## config.mk

```make
export PLATFORM = sky130hd
export DESIGN_NAME = rl_queue_lvl
export DESIGN_NICKNAME = d
export VERILOG_FILES = /design/src/rtl/rl_queue_lvl.sv
export SDC_FILE = /design/constraint.sdc
export NUM_CORES = 1
export LEC_CHECK = 0
export ABC_AREA = 1
export BUFFER_PORTS_ARGS = -buffer_cell sky130_fd_sc_hd__buf_2
export CORE_UTILIZATION = 61
export CTS_BUF_LIST = sky130_fd_sc_hd__clkbuf_4 sky130_fd_sc_hd__clkbuf_8 sky130_fd_sc_hd__clkbuf_16
export DETAILED_ROUTE_END_ITERATION = 10
export PLACE_DENSITY_LB_ADDON = 0.15
export RECOVER_POWER = 100
export SETUP_SLACK_MARGIN = 0.15
export SYNTH_ARGS = -nofsm -noshare
export SYNTH_HDL_FRONTEND = slang
export SYNTH_SLANG_ARGS = --single-unit
```

## constraint.sdc

```tcl
create_clock -name clk_i -period 5.1 [get_ports clk_i]
set_input_delay 0.51 -clock clk_i [delete_from_list [all_inputs] [get_ports clk_i]]
set_output_delay 0.51 -clock clk_i [all_outputs]
set_load 0.01 [all_outputs]
```

## src/rtl/rl_queue_lvl.sv

```systemverilog
// rl_queue_lvl: fall-through queue with registered level/status flags.
// Optional sticky overflow/underflow flags: define RL_QUEUE_LVL_ERR_EN.
module rl_queue_lvl #(
    parameter int DEPTH      = 4,
    parameter int DBITS      = 32,
    parameter int AFULL_LVL  = DEPTH - 1,
    parameter int AEMPTY_LVL = 1
) (
    input  logic                       clk_i,
    input  logic                       rst_i,
    input  logic                       clr_i,
    input  logic                       ena_i,
    input  logic                       we_i,
    input  logic [DBITS-1:0]           d_i,
    input  logic                       re_i,
    output logic [DBITS-1:0]           q_o,
    output logic                       empty_o,
    output logic                       full_o,
    output logic                       almost_empty_o,
    output logic                       almost_full_o,
    output logic [$clog2(DEPTH+1)-1:0] level_o,
    input  logic                       err_clr_i,
    output logic                       overflow_o,
    output logic                       underflow_o
);

    localparam int LW = $clog2(DEPTH + 1);

    logic [DBITS-1:0] r_mem [DEPTH];
    logic [LW-1:0]    r_lvl;
    logic             r_empty;
    logic             r_full;
    logic             r_aempty;
    logic             r_afull;

    logic [DBITS-1:0] w_mem_nxt [DEPTH];
    logic [LW-1:0]    w_lvl_nxt;
    logic [LW-1:0]    w_widx;
    logic             w_rd;
    logic             w_wr;

    // A write while full is only accepted when a read frees the tail slot.
    assign w_rd = ena_i & re_i & ~r_empty;
    assign w_wr = ena_i & we_i & (~r_full | re_i);

    assign w_widx    = w_rd ? r_lvl - LW'(1) : r_lvl;
    assign w_lvl_nxt = r_lvl + LW'(w_wr) - LW'(w_rd);

    // Next contents: shift toward the head on a read, then place new data.
    always_comb begin
        for (int i = 0; i < DEPTH; i++) begin
            w_mem_nxt[i] = r_mem[i];
        end
        if (w_rd) begin
            for (int i = 0; i < DEPTH - 1; i++) begin
                w_mem_nxt[i] = r_mem[i+1];
            end
            w_mem_nxt[DEPTH-1] = '0;
        end
        if (w_wr) begin
            for (int i = 0; i < DEPTH; i++) begin
                if (LW'(i) == w_widx) begin
                    w_mem_nxt[i] = d_i;
                end
            end
        end
    end

    // Storage, level and status flags; status is computed from next level.
    always_ff @(posedge clk_i) begin
        if (rst_i || clr_i) begin
            r_mem    <= '{default: '0};
            r_lvl    <= '0;
            r_empty  <= 1'b1;
            r_full   <= 1'b0;
            r_aempty <= 1'b1;
            r_afull  <= 1'b0;
        end else if (ena_i) begin
            r_mem    <= w_mem_nxt;
            r_lvl    <= w_lvl_nxt;
            r_empty  <= (w_lvl_nxt == '0);
            r_full   <= (w_lvl_nxt == LW'(DEPTH));
            r_aempty <= (w_lvl_nxt <= LW'(AEMPTY_LVL));
            r_afull  <= (w_lvl_nxt >= LW'(AFULL_LVL));
        end
    end

    assign q_o            = r_mem[0];
    assign level_o        = r_lvl;
    assign empty_o        = r_empty;
    assign full_o         = r_full;
    assign almost_empty_o = r_aempty;
    assign almost_full_o  = r_afull;

`ifdef RL_QUEUE_LVL_ERR_EN
    logic r_ovf;
    logic r_unf;
    logic w_ovf_set;
    logic w_unf_set;

    assign w_ovf_set = ena_i & we_i & r_full & ~re_i;
    assign w_unf_set = ena_i & re_i & r_empty;

    // Sticky error flags; a new event outranks err_clr_i in the same cycle.
    always_ff @(posedge clk_i) begin
        if (rst_i || clr_i) begin
            r_ovf <= 1'b0;
            r_unf <= 1'b0;
        end else begin
            if (w_ovf_set) begin
                r_ovf <= 1'b1;
            end else if (err_clr_i) begin
                r_ovf <= 1'b0;
            end
            if (w_unf_set) begin
                r_unf <= 1'b1;
            end else if (err_clr_i) begin
                r_unf <= 1'b0;
            end
        end
    end

    assign overflow_o  = r_ovf;
    assign underflow_o = r_unf;
`else
    // Flags tied low; err_clr_i has no effect in this build.
    assign overflow_o  = err_clr_i & 1'b0;
    assign underflow_o = err_clr_i & 1'b0;
`endif

endmodule

```

-- Word level (Yosys, flattened, before mapping)
Cells that the tools add are included.
- bitwise logic cells: 7
- eq/ne operators: 4
- $lt $le $gt $ge: 2
- reduce and logical (&&, ||, !) cells: 3
- mux-type cells: 7
- add/subtract/negate cells: 3
- operators with widths (cell ; number):
    128-bit 2-to-1 mux ; 2
    32-bit 2-to-1 mux ; 4
    2-bit by 3-bit == test with 1-bit output, first input constant ; 2
    3-bit logical NOT ; 2
    1-bit bitwise AND ; 4
    3-bit by 1-bit adder with 3-bit output ; 1
    1-bit by 3-bit == test with 1-bit output, first input constant ; 1
    3-bit == test, second input constant ; 1
    3-bit by 2-bit greater-or-equal comparator with 1-bit output, second input constant ; 1
    3-bit by 1-bit less-or-equal comparator with 1-bit output, second input constant ; 1
    3-bit 2-to-1 mux ; 1
    3-bit by 1-bit subtractor with 3-bit output ; 1
    3-bit by 1-bit subtractor with 3-bit output, second input constant ; 1
    1-bit inverter ; 2
    1-bit logical OR ; 1
    1-bit OR ; 1
- output and inout port bits: 41
- input port bits: 39
- word-level logic and storage cells: 35
- register bits after elaboration: 135

-- Logic depth before layout (Yosys ltp)
Gate-level depths: netlist (run 1).
- depth after elaboration: 6
- gate-level depth with buffers: 17

-- Worst setup path after synthesis (run 1)
OpenSTA, ideal clock, no wires.
- kind: input -> register
- from: input ena_i
- to: register r_empty (netlist: empty_o)
- slack: 2.245 ns
- library setup time: 0.123 ns
- arrival time: 2.732 ns
- data required time: 4.977 ns
- cell stages on the path: 16
- path through: buf_2 -> nand2_1 -> a21oi_1 -> inv_1 -> clkbuf_1 -> clkbuf_1 -> nand2_1 -> nand2_1 -> ha_1 -> inv_1 -> fa_1 -> xor2_1 -> xor2_1 -> inv_1 -> nand3_1 -> o21ai_0
- word-level cells in the longest chain between the ends: 5
- elaborated cells between the ends (all ways): 7
- those cells by class: add/sub: 2; bitwise: 4; reduce/logical: 1
- ends and longest elaborated chain (element ; RTL line ; source):
    start, declared ; 12 ; input logic ena_i,
    1-bit bitwise AND (2 in a row) ; 44 ; assign w_wr = ena_i & we_i & (~r_full | re_i);
    3-bit by 1-bit adder with 3-bit output ; 47 ; assign w_lvl_nxt = r_lvl + LW'(w_wr) - LW'(w_rd);
    3-bit by 1-bit subtractor with 3-bit output ; 47 ;
    3-bit logical NOT ; 81 ; r_empty <= (w_lvl_nxt == '0);
    end signal, assigned ; 81 ;
    end, declared ; 31 ; logic r_empty;
Several ways; a longest one is shown, not always the timed one.
A chain may end at the register's enable or synchronous reset.

-- Worst setup path after layout (run 1)
- from: register r_empty (netlist: empty_o)
- to: register r_mem, in the netlist q_o[2]
- word-level cells in the longest chain between the ends: 6
- elaborated cells between the ends (all ways): 7
- those cells by class: mux: 4; bitwise: 2; reduce/logical: 1
- ends and longest elaborated chain (element ; RTL line ; source):
    1-bit inverter * ; 43 ; assign w_rd = ena_i & re_i & ~r_empty;
    1-bit bitwise AND * ; 43 ;
    3-bit 2-to-1 mux ; 46 ; assign w_widx = w_rd ? r_lvl - LW'(1) : r_lvl;
    3-bit logical NOT ; 62 ; if (LW'(i) == w_widx) begin
    32-bit 2-to-1 mux ; 62 ;
    128-bit 2-to-1 mux * ; 60 ; if (w_wr) begin
    end signal, assigned ; 79 ; r_mem <= w_mem_nxt;
    end, declared ; 29 ; logic [DBITS-1:0] r_mem [DEPTH];
Every way passes the cells marked *; elsewhere a longest branch is shown, timed or not.

==> flow_summary.json, run 1 <==
{
  "finalSetupTns_ps": 0,
  "grt_overflow": 0,
  "hold_violations": 0,
  "syn2layout_area_growth_pct": 5.82,
  "finalMaxSlewViolations": 79,
  "synth_seq_area_share_pct": 32.2,
  "gp_congestion": 0.810,
  "timing.final.crit_share_pct": 78.2,
  "nets": 1441,
  "slew_headroom_pct": -0.994,
  "drv_cap": 1,
  "postRouteAntennaNets": 0,
  "clockBufferDepth": 2,
  "drtIter0Drc": 1003,
  "ys_seq_elements": 135,
  "pin_count": 80,
  "antenna_found_initial": 0,
  "violations": "max-capacitance violations, max-slew violations",
  "yosys.area.top_type_share_pct": 32.5,
  "grt_pass1_wl_mm": 37.9,
  "synth_area_um2": 8410,
  "yosys.area.top_type": "nand2_1",
  "synthCells": 1436,
  "clock.fmax_ghz": 0.251,
  "drc": 0,
  "post_cts_buffers": 0,
  "grt_use_met1_pct": 45.4,
  "synth_cell_types": 25,
  "worst_pin_slew_ps": 1510,
  "setup-violations-final": 0,
  "drt_pass1_iterations": 5,
  "synth_warnings": 0,
  "p_per_area_nw_per_um2": 287,
  "max-vdd-ir-drop_mv": 0.265,
  "die_width_um": 119,
  "start_kind": "flip-flop",
  "rsz0062_at_grt": "false",
  "cts_tree": "done",
  "grt_start_max_net_pins": 101,
  "grt_usage_pct": 33.0,
  "diodes": 0,
  "grt_use_met3_pct": 5.36,
  "core_um2": 13300,
  "cts_hold_buf": 0,
  "min-delay-start": "rst_i",
  "initial_core_util_pct": 63.0,
  "hold_path.class": "in2reg",
  "die_y_um": 119,
  "busiest_layer": "met2",
  "grt_pass1_vias": 7647,
  "mostFrequentLayoutCells": "728 x nand2_1, 135 x dfxtp_1, 132 x a21oi_1",
  "cts_inserted_buffers": 17,
  "critical_path_class": "reg2reg",
  "routed_via_density": 5.61,
  "cts-root-buf": "clkbuf_16",
  "ctsResizeCount": 0,
  "cts_sinks": 135,
  "met2_usage_pct": 52.8,
  "num_vias": 8904,
  "place_hpwl_mm": 12.7,
  "rows": 42,
  "leakagePower_nw": 3.71,
  "status": "complete, but fails checks",
  "drive_gt1_share_pct": 6.60,
  "wire_per_inst_um": 14.6,
  "cp-end-kind": "flip-flop",
  "crit_path_start": "empty_o",
  "yosys-top-cells-area": "nand2_1 33%, dfxtp_1 32%, a21oi_1 7.9%",
  "worstPathMaxFanout": 66,
  "htreeDepth": 4,
  "p_total_mw": 2.56,
  "finClkSkew_ps": 5.80,
  "die_area_um2": 14300,
  "worstPathArrival_ps": 4250,
  "synth_area_per_cell_um2": 5.85,
  "cts.clk_slew.worst_paths_ps": 60,
  "final_common_cell": "nand2_1",
  "rr_startpoint": "empty_o",
  "fin_crit_ps": 3990,
  "wirelength_mm": 23.2,
  "port_buffers": 76,
  "cp.required_ps": 5360,
  "worst_skew_pair.late_latency_ps": 420
}
[layer usage]
layer | vias up | part of all wire [%] | wire, um
met1 | 4005 | 45 | 10500
met3 | 22 | 8.5 | 1970
met2 | 392 | 45 | 10500
met5 | - | 0 | 0
met4 | 0 | 1.1 | 245
li1 | 4485 | - | -
[area by class of cell]
cell class	count	area [um^2]
tap	176	220
inverter	54	208
timing repair buffer	93	447
multi-input combinational	1098	4750
clock inverter	3	40.0
fill	1293	4450
clock buffer	27	532
sequential	135	2700
[where the power goes]
part / internal, mW / leakage (nW) / switching (mW)
clock network: 0.755 / 0.290 / 0.444
logic: 0.0681 / 2.33 / 0.216
registers: 1.07 / 1.09 / 0.00803
total: 1.89 / 3.71 / 0.668
[Yosys cell counts]
cell type / n
nand4_1: 99
buf_1: 3
clkbuf_1: 61
ha_1: 2
nand2_1: 728
inv_2: 1
or2_2: 1
o21ai_0: 49
inv_1: 52
a211oi_1: 1
a21oi_1: 133
conb_1: 1
fa_1: 1
nor2_1: 35
nand2_4: 1
buf_4: 41
nor2_4: 1
nand2_2: 3
buf_6: 1
nand3_2: 1
xor2_1: 2
buf_2: 44
clkinv_1: 1
nand3_1: 39
dfxtp_1: 135
[critical path, cell delays in order (launching register included)]
cell and delay [ps]:
dfxtp_1 410, inv_1 120, nand3_4 480, nand2_1 140, nand2_2 100, clkbuf_2 1090
nand3_1 700, buf_4 460, nand2_1 90, nand2_1 50, nand2_1 70, a21oi_1 90
[cell families (layout without fill, tap and decap cells)]
family | after synthesis | after routing | share of synthesized area [%]
other cells | 1 | 2 | 0.0446
xor+xnor | 2 | 2 | 0.208
fa+ha+maj | 3 | 3 | 0.536
flops | 135 | 135 | 32.2
compound gates | 183 | 183 | 10.9
buf+inv | 204 | 177 | 11.7
simple gates | 908 | 908 | 44.4
[flip-flops by register name (all words and copies together), names as in the netlist]
| signal | cells |
|---|---|
| level_o | 3 |
| full_o | 1 |
| r_mem | 96 |
| almost_full_o | 1 |
| almost_empty_o | 1 |
| q_o | 32 |
| empty_o | 1 |
[through the flow]
step                hold WS (ps)  cells  setup WS (ps)  area [um^2]  util [%]
floorplan                    501   1437           2240         8410         -
finish                       365   1586           1110         8890      66.6
global placement             456   1556           1510         8380      62.8
CTS                          351   1586           1730         8960      67.1
detailed placement           460   1556           1490         8380      62.8
global route                 394   1586            890         8890      66.6
[worst paths after layout]
path                         end  slack, ps  cells after the start
hold / removal    almost_empty_o        370                      3
setup / recovery          q_o[2]       1110                     11
hold reg to reg   almost_empty_o        480                      2
setup reg to reg          q_o[2]       1110                     11
(Power assumes the default switching activity.)
==> inputs of run 2 (changes only) <==
--- a/config.mk
+++ b/config.mk
@@ -7,7 +7,7 @@
 export LEC_CHECK = 0
 export ABC_AREA = 1
 export BUFFER_PORTS_ARGS = -buffer_cell sky130_fd_sc_hd__buf_2
-export CORE_UTILIZATION = 61
+export CORE_UTILIZATION = 54
 export CTS_BUF_LIST = sky130_fd_sc_hd__clkbuf_4 sky130_fd_sc_hd__clkbuf_8 sky130_fd_sc_hd__clkbuf_16
 export DETAILED_ROUTE_END_ITERATION = 10
 export PLACE_DENSITY_LB_ADDON = 0.15
==> constraint.sdc (replaced) <==
create_clock -name clk_i -period 3.55 [get_ports clk_i]
set_input_delay 0.355 -clock clk_i [delete_from_list [all_inputs] [get_ports clk_i]]
set_output_delay 0.355 -clock clk_i [all_outputs]
set_load 0.01 [all_outputs]
==> run 2 against run 1 <==
Against the previous run:
- the flow now finishes without violations
- sequential cell count did not move
- maximum frequency rose by 36%
- clock skew rose by 1.2 ps
- via count barely moved
- worst setup slack got worse by 490 ps
- first-iteration DRC count fell by 7.6%
- total power rose by 57%
- sequential power rose by 44%
- combinational power rose by 49%
- clock power rose by 70%
- critical path type unchanged
- highest routed layer unchanged
==> flow_summary.json, run 2 (synthesis results as in run 1) <==
{
  "largest_reg_flops": 96,
  "wire_per_inst_um": 15.0,
  "routed_via_density": 5.54,
  "grt_overflow": 0,
  "leakagePower_nw": 3.79,
  "timing.final.crit_share_pct": 82.3,
  "grt_usage_pct": 30.4,
  "die_width_um": 127,
  "mostFrequentLayoutCells": "728 x nand2_1, 135 x dfxtp_1, 132 x a21oi_1",
  "port_buffers": 76,
  "die_area_um2": 16100,
  "fin_cells": 1607,
  "status": "completed",
  "cts_sinks": 135,
  "ctsResizeCount": 0,
  "cts_hold_buf": 0,
  "core_um2": 15200,
  "final_common_cell": "nand2_1",
  "finalMaxSlewViolations": 0,
  "cts-root-buf": "clkbuf_16",
  "post_cts_buffers": 0,
  "postRouteAntennaNets": 0,
  "grt_pass1_wl_mm": 39.2,
  "clock.fmax_ghz": 0.342,
  "cp-end-kind": "flip-flop",
  "drtIter0Drc": 927,
  "cp.required_ps": 3830,
  "syn2layout_area_growth_pct": 8.16,
  "slew_headroom_pct": 30.4,
  "cp_slowest_stage_delay_ps": 810,
  "pin_count": 80,
  "drt_pass1_iterations": 6,
  "num_vias": 8906,
  "top_register": "r_mem",
  "finClkSkew_ps": 7.03,
  "grt_pass1_vias": 7690,
  "cts_inserted_buffers": 17,
  "fin_crit_ps": 2920,
  "dp_cells": 1575,
  "worst_pin_slew_ps": 1040,
  "antenna_found_initial": 0,
  "cts.clk_slew.worst_paths_ps": 60,
  "worst_skew_pair.late_latency_ps": 430,
  "setup-violations-final": 0,
  "diodes": 0,
  "slowest_stage": "nor2_1",
  "nets": 1448,
  "critical_path_class": "reg2reg",
  "drc": 0,
  "critPathBufInv": 1,
  "rsz0062_at_grt": "false",
  "critPathTopFamily": "simple AND/OR/NAND/NOR gates",
  "p_total_mw": 4.00,
  "drv_cap": 0,
  "wirelength_mm": 24.2,
  "grt_start_max_net_pins": 86,
  "finalSetupTns_ps": 0,
  "start_kind": "flip-flop",
  "gp_congestion": 0.775,
  "drive_gt1_share_pct": 7.33,
  "p_per_area_nw_per_um2": 440,
  "die_y_um": 127,
  "initial_core_util_pct": 55.3,
  "cpMostUsedCell": "nand2_1",
  "cts_tree": "done",
  "clockBufferDepth": 2,
  "hold_path.class": "in2reg",
  "max-vdd-ir-drop_mv": 0.363,
  "hold_violations": 0,
  "cp_cell_sequence": "nor2_1, nand2_2, nand2_4, nand3_1, buf_4, nand2_1, nand2_1, nand2_1, a21oi_1",
  "place_hpwl_mm": 13.1,
  "worstPathMaxFanout": 39,
  "htreeDepth": 4,
  "worstPathArrival_ps": 3200,
  "rows": 45
}
[run 2: metrics by stage]
step / hold WS [ps] / util (%) / area (um^2) / worst slack (ps)
finish: 198 / 59.8 / 9090 / 627
global route: 216 / 59.8 / 9090 / 382
detailed placement: 456 / 55.8 / 8480 / 869
global placement: 453 / 55.8 / 8480 / 871
floorplan: 500 / - / 8410 / 850
CTS: 182 / 60.2 / 9150 / 969
[run 2: layout make-up]
class	count	area [um^2]
well taps	188	235
inverters	54	208
repair buffers	100	534
multi-input cells	1098	4740
fillers	1551	6110
flip-flops and latches	135	2700
clock buffers	19	447
clock inverters	13	226
[run 2: worst min-delay path: cells and delay by family]
family	cells	cell delay, ps
AND/OR/NAND/NOR	2	170
buffers and inverters	1	70
[run 2: path summary, 6_finish.rpt]
check / cells after the start / startpoint / slack, ps / to
worst min-delay path: 3 / rst_i / 200 / almost_empty_o
worst max register to register: 9 / empty_o / 630 / r_mem[66]
worst min register to register: 2 / almost_empty_o / 480 / almost_empty_o
worst max-delay path: 9 / empty_o / 630 / r_mem[66]
[run 2: per-layer routing]
layer / track usage [%] / up-vias / wire [um]
met5: 0 / - / 0
met4: 9.59 / 0 / 352
met3: 4.93 / 33 / 1970
met2: 47.2 / 335 / 10600
met1: 43.1 / 4039 / 11300
li1: - / 4499 / -
[run 2: where the power goes]
group | switching, mW | total (mW) | internal, mW | leakage, nW
Clock | 0.700 | 2.04 | 1.34 | 0.322
Combinational | 0.315 | 0.422 | 0.107 | 2.38
Sequential | 0.0114 | 1.54 | 1.53 | 1.09
Total | 1.03 | 4.00 | 2.98 | 3.79
==> inputs of run 3 (changes only) <==
--- a/config.mk
+++ b/config.mk
@@ -5,9 +5,9 @@
 export SDC_FILE = /design/constraint.sdc
 export NUM_CORES = 1
 export LEC_CHECK = 0
-export ABC_AREA = 1
+export ABC_AREA = 0
 export BUFFER_PORTS_ARGS = -buffer_cell sky130_fd_sc_hd__buf_2
-export CORE_UTILIZATION = 54
+export CORE_UTILIZATION = 52
 export CTS_BUF_LIST = sky130_fd_sc_hd__clkbuf_4 sky130_fd_sc_hd__clkbuf_8 sky130_fd_sc_hd__clkbuf_16
 export DETAILED_ROUTE_END_ITERATION = 10
 export PLACE_DENSITY_LB_ADDON = 0.15
==> constraint.sdc (replaced) <==
create_clock -name clk_i -period 2.6 [get_ports clk_i]
set_input_delay 0.26 -clock clk_i [delete_from_list [all_inputs] [get_ports clk_i]]
set_output_delay 0.26 -clock clk_i [all_outputs]
set_load 0.01 [all_outputs]
==> run 3 against run 2 <==
Against the previous run:
- total power is 16% higher
- count of clock-buffer cells in the layout is 3 higher
- die area is 25% lower
- via count is 40% lower
- design area is 24% lower
- clock power is 11% higher
- worst setup slack worse by 430 ps
- first-iteration DRC count is 57% lower
- non-clock buffer count is 14 higher
- utilization is 2.6 points higher
- global-route usage is 3.5 points lower
- register-to-register slack worse by 430 ps
==> flow_summary.json, run 3 <==
{
  "status": "completed",
  "die_y_um": 110,
  "p_per_area_nw_per_um2": 670,
  "final_common_cell": "dfxtp_1",
  "highest_layer": "met4",
  "die_area_um2": 12000,
  "hold_path.class": "in2reg",
  "p_clk_share_pct": 49.1,
  "cp_cell_sequence": "inv_1, ha_1, nand4b_2, xor2_1, nand2_2, buf_4, o31a_1, buf_4, a221o_1",
  "drv_cap": 0,
  "port_buffers": 76,
  "p_total_mw": 4.63,
  "synth_area_per_cell_um2": 8.90,
  "worstPathMaxFanout": 34,
  "mostFrequentLayoutCells": "135 x dfxtp_1, 76 x nand2_1, 62 x nor2_1",
  "cp.required_ps": 2900,
  "drt_pass1_iterations": 7,
  "worstReg2RegEnd": "r_mem[68]",
  "pin_count": 80,
  "core_um2": 11100,
  "leakagePower_nw": 2.47,
  "reg2reg_depth": 9,
  "htreeDepth": 4,
  "max-vdd-ir-drop_mv": 0.453,
  "drc": 0,
  "die_width_um": 110,
  "rows": 38,
  "synthCells": 678,
  "power_frac_comb_pct": 5.8,
  "cpMostUsedCell": "buf_4",
  "cts_hold_buf": 0,
  "min-delay-start": "d_i[2]",
  "drive_gt1_share_pct": 15.7,
  "diodes": 0,
  "initial_core_util_pct": 54.5,
  "num_vias": 5384,
  "drtIter0Drc": 402,
  "timing.final.crit_share_pct": 92.2,
  "worstPathArrival_ps": 2700,
  "grt_overflow": 0,
  "rrSetupSlack_ps": 200,
  "synth_seq_area_share_pct": 44.8,
  "grt_usage_pct": 26.8,
  "finClkSkew_ps": 5.62,
  "clock.fmax_ghz": 0.417,
  "top_register": "r_mem",
  "hold-path-endpoint": "r_mem[34]",
  "p_seq_share_pct": 45.1,
  "routed_via_density": 6.17,
  "slowest_stage": "a221o_1",
  "cts_tree": "done",
  "swShare_pct": 23.0,
  "nets": 762,
  "cp-end-kind": "flip-flop",
  "worst_skew_pair.late_latency_ps": 420,
  "p_int_mw": 3.57,
  "slew_headroom_pct": 42.5,
  "hold_violations": 0,
  "ys_async_sr_fraction_pct": 0,
  "gp_congestion": 0.819,
  "routed-wl-met2_mm": 7.28,
  "grt_pass1_vias": 4948,
  "cts-root-buf": "clkbuf_16",
  "postRouteAntennaNets": 0,
  "critical_path_class": "reg2reg",
  "grt_start_max_net_pins": 52,
  "ys_seq_elements": 135,
  "cts_sinks": 135,
  "finalSetupTns_ps": 0,
  "hold_path_depth": 3,
  "dr_wl_met3_um": 915,
  "synth_ff_type": "dfxtp_1",
  "antenna_found_initial": 0,
  "syn2layout_area_growth_pct": 14.6,
  "start_kind": "flip-flop",
  "largest_reg_flops": 96,
  "rsz0062_at_grt": "true",
  "wire_per_inst_um": 17.7,
  "clockBufferDepth": 2,
  "fin_crit_ps": 2400,
  "finalMaxSlewViolations": 0,
  "cp_slowest_stage_delay_ps": 370,
  "yosys-top-cells-area": "dfxtp_1 45%, a22oi_1 6.8%, a221o_1 5.3%",
  "worst_pin_slew_ps": 863,
  "setup-violations-final": 0,
  "rr_startpoint": "level_o[1]",
  "wirelength_mm": 15.5,
  "yosys.area.top_type": "dfxtp_1",
  "cts_inserted_buffers": 17,
  "p_switching_mw": 1.07,
  "yosysMostFrequentCell": "dfxtp_1",
  "synth_edf_count": 0,
  "cts.clk_slew.worst_paths_ps": 60,
  "synth_cell_types": 44,
  "yosys-top-cells-count": "135 x dfxtp_1, 76 x nand2_1, 62 x nor2_1, 55 x a22oi_1, 42 x nand3_1",
  "synth_area_um2": 6040,
  "grt_pass1_wl_mm": 24.9,
  "wl_met1_mm": 6.94,
  "yosys.area.top_type_share_pct": 44.8,
  "synth_warnings": 0,
  "place_hpwl_mm": 9.60
}
[run 3: repair_timing]
action                                  in CTS  in global routing
gates cloned                                 0                  0
pin swaps                                    0                  1
gates resized for setup                      0                  0
endpoints found under the setup margin       3                 18
buffers inserted                             2                  3
[run 3: per-layer routing]
layer  track usage, %  up-vias
met5                0        -
met4             12.3        0
met3             6.11       30
met2             43.4      177
met1             34.0     2604
li1                 -     2573
[run 3: critical path: cells and delay by family (launching register included)]
kind            cells  cell delay (ps)
compound gates      2              690
xor+xnor            1              240
simple gates        2              240
flops               1              300
buf+inv             3              620
fa+ha+maj           1              180
[run 3: power groups by stage]
| stage | clock network [mW] | registers, mW | logic (mW) |
|---|---|---|---|
| 3_5_place_dp | 0 | 2.14 | 0.266 |
| 5_1_grt | 2.40 | 2.09 | 0.292 |
| 3_3_place_gp | 0 | 2.14 | 0.259 |
| 2_1_floorplan | 0 | 2.14 | 0.138 |
| 6_report | 2.27 | 2.09 | 0.268 |
| 4_1_cts | 2.30 | 2.09 | 0.268 |
[run 3: stage by stage]
| step | utilization [%] | hold WS, ps | instance area (um^2) | worst slack, ps | instances |
|---|---|---|---|---|---|
| after floorplan | - | 369 | 6050 | 151 | 679 |
| after CTS | 63.0 | 128 | 6980 | 162 | 869 |
| after global routing | 62.4 | 139 | 6920 | 75.6 | 872 |
| after detailed placement | 57.8 | 441 | 6400 | 44.6 | 836 |
| after global placement | 57.8 | 434 | 6400 | 161 | 836 |
| final | 62.4 | 140 | 6920 | 202 | 872 |
[run 3: worst max path at each step]
| stage | slack, ps | endpoint | startpoint |
|---|---|---|---|
| 6_report | 200 | r_mem[68] | level_o[1] |
| 4_1_cts | 160 | r_mem[95] | level_o[1] |
| 5_1_grt | 80 | r_mem[41] | level_o[1] |
| 3_5_place_dp | 40 | full_o | ena_i |
| 3_3_place_gp | 160 | full_o | ena_i |
| 2_1_floorplan | 150 | full_o | empty_o |
[run 3: kinds of logic (layout without fill, tap and decap cells)]
kind of cell,after synthesis,after routing,synth area share [%]
adders and majority gates,3,3,0.746
AOI/OAI and AO/OA,233,233,29.6
DFF,135,135,44.8
buffers and inverters,98,151,8.70
and+or+nand+nor,199,199,14.7
other,1,2,0.0621
xor gates and xnor gates,6,6,0.995
muxes,3,3,0.497
[run 3: area by class of cell]
type                    instances  area [um^2]
clock inverters                 9         75.1
flip-flops and latches        135         2700
well taps                     140          175
fillers                       940         4160
repair buffers                114          624
multi-input cells             446         2830
inverters                       6         22.5
clock buffers                  22          488
